### src/rtl/cnn_layer_sequencer_pkg.sv
// Shared types and layer table for the LeNet layer sequencer.
package cnn_layer_sequencer_pkg;

  // Loop-nest geometry: level 0 is the fastest-moving counter.
  localparam int CW         = 5;
  localparam int N_LVL      = 6;
  localparam int N_ACC      = 3;   // kx, ky, ic form one accumulation group
  localparam int L_KX       = 0;
  localparam int L_KY       = 1;
  localparam int L_IC       = 2;
  localparam int L_OX       = 3;
  localparam int L_OY       = 4;
  localparam int L_OC       = 5;
  localparam int MAX_LAYERS = 4;

  typedef enum logic {OP_CONV = 1'b0, OP_POOL = 1'b1} op_e;

  typedef enum logic [1:0] {S_IDLE, S_RUN, S_WAIT_WB, S_DONE} state_e;

  typedef struct packed {
    op_e        op;
    logic [4:0] cin;
    logic [4:0] cout;
    logic [4:0] hout;
    logic [4:0] wout;
    logic [2:0] k;
    logic [1:0] stride;
  } layer_cfg_t;

  localparam layer_cfg_t LAYER_CFG [MAX_LAYERS] = '{
    '{op: OP_CONV, cin: 5'd1, cout: 5'd6,  hout: 5'd24, wout: 5'd24, k: 3'd5, stride: 2'd1},
    '{op: OP_POOL, cin: 5'd6, cout: 5'd6,  hout: 5'd12, wout: 5'd12, k: 3'd2, stride: 2'd2},
    '{op: OP_CONV, cin: 5'd6, cout: 5'd16, hout: 5'd8,  wout: 5'd8,  k: 3'd5, stride: 2'd1},
    '{op: OP_POOL, cin: 5'd16, cout: 5'd16, hout: 5'd4, wout: 5'd4,  k: 3'd2, stride: 2'd2}
  };

  // One engine step as seen on the command bus.
  typedef struct packed {
    logic [1:0] layer;
    op_e        op;
    logic [3:0] oc;
    logic [4:0] oy;
    logic [4:0] ox;
    logic [2:0] ic;
    logic [2:0] ky;
    logic [2:0] kx;
    logic [4:0] iy;
    logic [4:0] ix;
    logic       first;
    logic       last;
    logic [4:0] shift;
  } cmd_t;

  function automatic int clog2_i(input int v);
    int r;
    r = 0;
    for (int i = 0; i < 31; i++)
      if ((1 << i) < v) r = i + 1;
    return r;
  endfunction

  // Requant shift covers the full accumulator growth of a conv output.
  function automatic logic [4:0] calc_shift(input int width, input layer_cfg_t c);
    return 5'(width + clog2_i(int'(c.cin) * int'(c.k) * int'(c.k)) + 1);
  endfunction

endpackage

### src/rtl/cnn_layer_sequencer_if.sv
// Command bus between the sequencer and the MAC/compare engine.
interface cnn_layer_sequencer_if;
  import cnn_layer_sequencer_pkg::*;

  logic valid;
  logic ready;
  cmd_t cmd;

  modport master (output valid, output cmd, input ready);
  modport slave  (input valid, input cmd, output ready);
endinterface

### src/rtl/cnn_layer_sequencer_nest.sv
// Six-level counter nest with per-level limits. o_nxt is the value the
// counters take at the next edge, so downstream registers can stay aligned.
module cnn_layer_sequencer_nest
  import cnn_layer_sequencer_pkg::*;
#(
  parameter int LVLS = N_LVL,
  parameter int W    = CW,
  parameter int ACC  = N_ACC
) (
  input  logic                     i_clk,
  input  logic                     i_rst,
  input  logic                     i_clear,
  input  logic                     i_adv,
  input  logic [LVLS-1:0][W-1:0]   i_lim,
  output logic [LVLS-1:0][W-1:0]   o_cnt,
  output logic [LVLS-1:0][W-1:0]   o_nxt,
  output logic                     o_nxt_first,
  output logic                     o_nxt_last,
  output logic                     o_wrap_all
);

  logic [LVLS-1:0][W-1:0] r_cnt;
  logic [LVLS-1:0]        w_at_max;
  logic [LVLS-1:0]        w_carry;
  logic [ACC-1:0]         w_nf;
  logic [ACC-1:0]         w_nl;

  for (genvar g = 0; g < LVLS; g++) begin : g_lvl
    assign w_at_max[g] = (r_cnt[g] == i_lim[g] - W'(1));
    // A level steps only when every faster level is wrapping.
    if (g == 0) begin : g_c0
      assign w_carry[g] = 1'b1;
    end else begin : g_cn
      assign w_carry[g] = &w_at_max[g-1:0];
    end
    assign o_nxt[g] = i_clear ? '0 :
                      (i_adv && w_carry[g]) ? (w_at_max[g] ? '0 : r_cnt[g] + W'(1)) :
                      r_cnt[g];
  end

  for (genvar g = 0; g < ACC; g++) begin : g_acc
    assign w_nf[g] = (o_nxt[g] == '0);
    assign w_nl[g] = (o_nxt[g] == i_lim[g] - W'(1));
  end

  assign o_nxt_first = &w_nf;
  assign o_nxt_last  = &w_nl;
  assign o_wrap_all  = &w_at_max;
  assign o_cnt       = r_cnt;

  // Counter state.
  always_ff @(posedge i_clk) begin
    if (i_rst) r_cnt <= '0;
    else       r_cnt <= o_nxt;
  end

endmodule

### src/rtl/cnn_layer_sequencer.sv
// Sequences the four LeNet layers onto one MAC/compare engine, one command
// per step, pausing for engine writeback between layers.
module cnn_layer_sequencer
  import cnn_layer_sequencer_pkg::*;
#(
  parameter int WIDTH    = 8,
  parameter int N_LAYERS = 4
) (
  input  logic                          i_clk,
  input  logic                          i_rst,
  input  logic                          i_start,
  output logic                          o_busy,
  output logic                          o_done,
  output logic                          o_layer_done,
  input  logic                          i_wb_done,
  cnn_layer_sequencer_if.master         o_cmd
);

  localparam logic [1:0] LAST_LAYER = 2'(N_LAYERS - 1);

  state_e                 r_state, w_state_nxt;
  logic [1:0]             r_layer, w_nxt_layer;
  logic                   r_valid, w_valid_nxt;
  logic                   w_clear, w_adv, w_hs;
  logic                   w_wrap_all, w_nxt_first, w_nxt_last;
  logic [N_LVL-1:0][CW-1:0] w_lim, w_cnt, w_nxt;
  layer_cfg_t             w_cfg;
  logic [4:0]             w_shift_tab [MAX_LAYERS];
  logic [4:0]             w_iy_nxt, w_ix_nxt, w_oy_s, w_ox_s, w_shift_nxt;
  op_e                    r_op;
  logic [4:0]             r_iy, r_ix, r_shift;
  logic                   r_first, r_last;
  cmd_t                   w_cmd;
  logic                   w_unused;

  for (genvar l = 0; l < MAX_LAYERS; l++) begin : g_shift
    assign w_shift_tab[l] = calc_shift(WIDTH, LAYER_CFG[l]);
  end

  // Layer the counters will belong to after this edge; limits follow it so
  // the flags computed on a layer change use the new geometry.
  always_comb begin
    w_nxt_layer = r_layer;
    if (r_state == S_IDLE && i_start)
      w_nxt_layer = '0;
    else if (r_state == S_WAIT_WB && i_wb_done && r_layer != LAST_LAYER)
      w_nxt_layer = r_layer + 2'd1;
  end

  assign w_cfg        = LAYER_CFG[w_nxt_layer];
  assign w_lim[L_KX]  = {2'b0, w_cfg.k};
  assign w_lim[L_KY]  = {2'b0, w_cfg.k};
  assign w_lim[L_IC]  = (w_cfg.op == OP_POOL) ? 5'd1 : w_cfg.cin;
  assign w_lim[L_OX]  = w_cfg.wout;
  assign w_lim[L_OY]  = w_cfg.hout;
  assign w_lim[L_OC]  = w_cfg.cout;

  cnn_layer_sequencer_nest #(.LVLS(N_LVL), .W(CW), .ACC(N_ACC)) u_nest (
    .i_clk       (i_clk),
    .i_rst       (i_rst),
    .i_clear     (w_clear),
    .i_adv       (w_adv),
    .i_lim       (w_lim),
    .o_cnt       (w_cnt),
    .o_nxt       (w_nxt),
    .o_nxt_first (w_nxt_first),
    .o_nxt_last  (w_nxt_last),
    .o_wrap_all  (w_wrap_all)
  );

  // Input coordinates: stride is 1 (conv) or 2 (pool).
  assign w_oy_s      = (w_cfg.stride == 2'd2) ? {w_nxt[L_OY][3:0], 1'b0} : w_nxt[L_OY];
  assign w_ox_s      = (w_cfg.stride == 2'd2) ? {w_nxt[L_OX][3:0], 1'b0} : w_nxt[L_OX];
  assign w_iy_nxt    = w_oy_s + w_nxt[L_KY];
  assign w_ix_nxt    = w_ox_s + w_nxt[L_KX];
  assign w_shift_nxt = (w_cfg.op == OP_CONV && w_nxt_last) ? w_shift_tab[w_nxt_layer] : 5'd0;

  assign w_hs = r_valid && o_cmd.ready;

  // FSM state register.
  always_ff @(posedge i_clk) begin
    if (i_rst) r_state <= S_IDLE;
    else       r_state <= w_state_nxt;
  end

  // Next state, counter control and the layer_done strobe.
  always_comb begin
    w_state_nxt  = r_state;
    w_valid_nxt  = r_valid;
    w_clear      = 1'b0;
    w_adv        = 1'b0;
    o_layer_done = 1'b0;
    case (r_state)
      S_IDLE: begin
        if (i_start) begin
          w_state_nxt = S_RUN;
          w_clear     = 1'b1;
          w_valid_nxt = 1'b1;
        end
      end
      S_RUN: begin
        if (w_hs) begin
          if (w_wrap_all) begin
            w_state_nxt  = S_WAIT_WB;
            w_valid_nxt  = 1'b0;
            o_layer_done = 1'b1;
          end else begin
            w_adv = 1'b1;
          end
        end
      end
      S_WAIT_WB: begin
        if (i_wb_done) begin
          if (r_layer == LAST_LAYER) begin
            w_state_nxt = S_DONE;
          end else begin
            w_state_nxt = S_RUN;
            w_clear     = 1'b1;
            w_valid_nxt = 1'b1;
          end
        end
      end
      S_DONE:  w_state_nxt = S_IDLE;
      default: w_state_nxt = S_IDLE;
    endcase
  end

  // Command fields derived from the next counter values, loaded with them.
  always_ff @(posedge i_clk) begin
    if (i_rst) begin
      r_valid <= 1'b0;
      r_layer <= '0;
      r_op    <= OP_CONV;
      r_iy    <= '0;
      r_ix    <= '0;
      r_first <= 1'b0;
      r_last  <= 1'b0;
      r_shift <= '0;
    end else begin
      r_valid <= w_valid_nxt;
      r_layer <= w_nxt_layer;
      if (w_clear || w_adv) begin
        r_op    <= w_cfg.op;
        r_iy    <= w_iy_nxt;
        r_ix    <= w_ix_nxt;
        r_first <= w_nxt_first;
        r_last  <= w_nxt_last;
        r_shift <= w_shift_nxt;
      end
    end
  end

  // Pack the bus; coordinates come straight from the counter registers.
  always_comb begin
    w_cmd       = '0;
    w_cmd.layer = r_layer;
    w_cmd.op    = r_op;
    w_cmd.oc    = w_cnt[L_OC][3:0];
    w_cmd.oy    = w_cnt[L_OY];
    w_cmd.ox    = w_cnt[L_OX];
    w_cmd.ic    = w_cnt[L_IC][2:0];
    w_cmd.ky    = w_cnt[L_KY][2:0];
    w_cmd.kx    = w_cnt[L_KX][2:0];
    w_cmd.iy    = r_iy;
    w_cmd.ix    = r_ix;
    w_cmd.first = r_first;
    w_cmd.last  = r_last;
    w_cmd.shift = r_shift;
  end

  assign o_cmd.valid = r_valid;
  assign o_cmd.cmd   = w_cmd;
  assign o_busy      = (r_state != S_IDLE);
  assign o_done      = (r_state == S_DONE);

  // Counter bits above the bus field widths never become nonzero.
  assign w_unused = ^{w_cnt[L_OC][4], w_cnt[L_IC][4:3], w_cnt[L_KY][4:3],
                      w_cnt[L_KX][4:3], w_nxt[L_OC], w_nxt[L_IC]};

endmodule

### src/flat_wrapper.sv
// flat-port wrapper written by rule: the top's interface ports become plain ports
module cnn_layer_sequencer_flat import cnn_layer_sequencer_pkg::*;
#(
  parameter int WIDTH    = 8,
  parameter int N_LAYERS = 4
)
  (i_clk, i_rst, i_start, o_busy, o_done, o_layer_done, i_wb_done, o_cmd_valid, o_cmd_cmd, o_cmd_ready);
  cnn_layer_sequencer_if o_cmd_i ();
  input  logic i_clk;
  input  logic i_rst;
  input  logic i_start;
  output logic o_busy;
  output logic o_done;
  output logic o_layer_done;
  input  logic i_wb_done;
  output wire logic [$bits(o_cmd_i.valid)-1:0] o_cmd_valid;
  output wire logic [$bits(o_cmd_i.cmd)-1:0] o_cmd_cmd;
  input wire logic [$bits(o_cmd_i.ready)-1:0] o_cmd_ready;
  assign o_cmd_valid = o_cmd_i.valid;
  assign o_cmd_cmd = o_cmd_i.cmd;
  assign o_cmd_i.ready = o_cmd_ready;
  cnn_layer_sequencer #(.WIDTH(WIDTH), .N_LAYERS(N_LAYERS)) u_core (.i_clk(i_clk), .i_rst(i_rst), .i_start(i_start), .o_busy(o_busy), .o_done(o_done), .o_layer_done(o_layer_done), .i_wb_done(i_wb_done), .o_cmd(o_cmd_i));
endmodule
### config.mk
export PLATFORM = sky130hd
export DESIGN_NAME = cnn_layer_sequencer_flat
export DESIGN_NICKNAME = d
export VERILOG_FILES = /design/src/rtl/cnn_layer_sequencer_pkg.sv /design/src/rtl/cnn_layer_sequencer_if.sv /design/src/rtl/cnn_layer_sequencer_nest.sv /design/src/rtl/cnn_layer_sequencer.sv /design/src/flat_wrapper.sv
export SDC_FILE = /design/constraint.sdc
export NUM_CORES = 1
export LEC_CHECK = 0
export CORE_MARGIN = 2
export CORE_UTILIZATION = 55
export CTS_BUF_LIST = sky130_fd_sc_hd__clkbuf_16
export CTS_CLUSTER_SIZE = 8
export DETAILED_ROUTE_END_ITERATION = 10
export PLACE_DENSITY = 0.79
export SLEW_MARGIN = 40
export SYNTH_ARGS = -nofsm -noshare
export SYNTH_HDL_FRONTEND = slang
export SYNTH_HIERARCHICAL = 1
export SYNTH_SLANG_ARGS = --single-unit
### constraint.sdc
create_clock -name i_clk -period 18.15 [get_ports i_clk]
set_input_delay 5.445 -clock i_clk [delete_from_list [all_inputs] [get_ports i_clk]]
set_output_delay 5.445 -clock i_clk [all_outputs]
set_load 0.03 [all_outputs]
==> flow_summary.json <==
{
  "hold_start": "u_core/r_ix[2]$_SDFFE_PP0P_",
  "cts_buffers": 5,
  "fin_crit_sh_pct": 87.6,
  "numPortBuffers": 51,
  "post-route-util_pct": 67.6,
  "gp_congestion": 0.897,
  "grt_pass1_wl_um": 18400,
  "multiInputGateArea_um2": 3180,
  "crit_fanout": 20,
  "drtPass1Iterations": 5,
  "num_io_pins": 52,
  "vdd_ir_drop_max_mv": 0.0461,
  "path_class": "input pin to output pin",
  "cp_slowest_stage_delay_ns": 0.70,
  "cp-end-kind": "output pin",
  "start_util_pct": 56.8,
  "r2r_start": "u_core/r_layer[0]$_SDFF_PP0_",
  "holdCritPathClass": "flop to flop",
  "cp_cell_sequence": "clkdlybuf4s50_1, and2b_4, mux2_4, a22oi_4, buf_8, inv_4, inv_1, ha_1, xor3_1, nor3_1, and3_1, nand4_1, nor4_2, inv_1, nor2_1, clkdlybuf4s50_1",
  "cap_violations": 0,
  "rsz0062_at_grt": "false",
  "clk_latency_ns": 0.30,
  "reg2reg_slack_ns": 9.41,
  "crit_path_start_kind": "input pin",
  "die_y_um": 93.1,
  "p_per_area_nw_per_um2": 51.8,
  "status": "completed",
  "ys_warn_count": 6,
  "final_cell_mix": "clkdlybuf4s50_1, dfxtp_1, nor2_1, nand2_1, nor3_1",
  "cpMaxStageDelayCell": "clkdlybuf4s50_1",
  "cp.arrival_ns": 10.46,
  "slew_viol_final": 0,
  "fin_skew_ns": 0.00390,
  "core_area_um2": 7690,
  "p_leak_uw": 0.00216,
  "hold_end": "u_core/r_ix[2]$_SDFFE_PP0P_",
  "track_usage_pct": 26.2,
  "setup_tns_ns": 0,
  "vias": 4133,
  "finalSetupViolCount": 0,
  "place_hpwl_um": 8240,
  "dp_cells": 704,
  "fin_nets": 638,
  "grt_max_degree": 44,
  "drive_above_1_share_pct": 5.08,
  "die_w_um": 93.1,
  "clock.fmax_mhz": 62.9,
  "cts-root-buf": "clkbuf_16",
  "cts_resized": 0,
  "area_growth_pct": 19.0,
  "cts_max_path_buffers": 2,
  "min_period_ns": 15.90,
  "path_clk_slew_ns": 0.07,
  "ctsHoldBuffers": 0,
  "rows": 32,
  "drtIter0Drc": 189,
  "fillers": 671,
  "syn_inst": 548,
  "syn_area_per_cell_um2": 7.96,
  "tightest_slew_ns": 0.813,
  "overflow": 0,
  "vias_per_cell": 5.80,
  "die_area_um2": 8660,
  "cp.required_ns": 12.70,
  "rr_endpoint": "u_core/r_iy[4]$_SDFFE_PP0P_",
  "finalHoldViolations": 0,
  "numClockSinks": 51,
  "grt_antenna_before_repair": 0,
  "netlist_area_um2": 4360,
  "wl_per_cell_um": 15.7,
  "maxSlewHeadroom_pct": 45.6,
  "rr_worst_depth": 27,
  "cts_tree": "built",
  "diodes": 0,
  "htree_levels": 2,
  "grt_pass1_vias": 3907,
  "regArea_um2": 1020,
  "ant_nets": 0,
  "final_cells": 712,
  "cts_setup_buffers": 0,
  "finalWirelength_um": 11200,
  "finalPower_uw": 269,
  "drc_errors": 0,
  "hold_depth": 2
}
-- how the worst max path moves through the flow --
stage	start	end	slack, ns	cells past startpoint
6_report	i_wb_done	o_layer_done	2.25	16
4_1_cts	i_wb_done	o_layer_done	2.33	16
5_1_grt	i_wb_done	o_layer_done	2.00	16
2_1_floorplan	i_wb_done	o_layer_done	3.75	14
3_3_place_gp	i_wb_done	o_layer_done	1.96	16
3_5_place_dp	i_wb_done	o_layer_done	2.36	16
-- layout make-up --
type / count / area share (%)
inverters: 31 / 2.29
clock buffers: 5 / 2.41
clock inverters: 3 / 1.37
multi-input cells: 465 / 61.3
well taps: 102 / 2.46
repair buffers: 55 / 10.6
flip-flops and latches: 51 / 19.7
-- critical path: cells and delay by family --
kind                     cells  cell delay (ns)
XOR/XNOR                     1             0.42
buffers and inverters        6             1.73
multiplexers                 1             0.31
AND/OR/NAND/NOR              6             1.82
adder cells (fa/ha/maj)      1             0.20
AO/OA/AOI/OAI                1             0.51
-- routing by layer --
layer / GRT usage, % / wire (um)
met1: 33.3 / 5010
met2: 45.7 / 5540
met4: 8.82 / 214
met5: 0 / 0
met3: 3.22 / 401
-- flip-flops by register name (all words and copies together) (netlist names) --
register	count
u_core/r_layer	2
u_core/r_shift	3
u_core/r_last	1
u_core/o_cmd.valid	1
u_core/r_op	1
u_core/r_first	1
u_core/r_iy	5
u_core/r_state	2
u_core/r_ix	5
u_core/u_nest/o_cnt	30
-- stage by stage --
stage | cell area (um^2) | setup slack, ns | hold WS (ns)
6_report | 5190 | 2.25 | 0.456
3_5_place_dp | 5000 | 2.36 | 0.449
3_3_place_gp | 4980 | 1.96 | 0.441
5_1_grt | 5190 | 2.00 | 0.477
2_1_floorplan | 4480 | 3.75 | 0.432
4_1_cts | 5190 | 2.33 | 0.460
-- power breakdown --
group / total [uW] / internal [uW] / switching (uW)
sequential: 114 / 113 / 1.23
clock: 126 / 80.0 / 45.8
combinational: 29.0 / 10.3 / 18.7
total: 269 / 203 / 65.7
(Power assumes the default switching activity.)
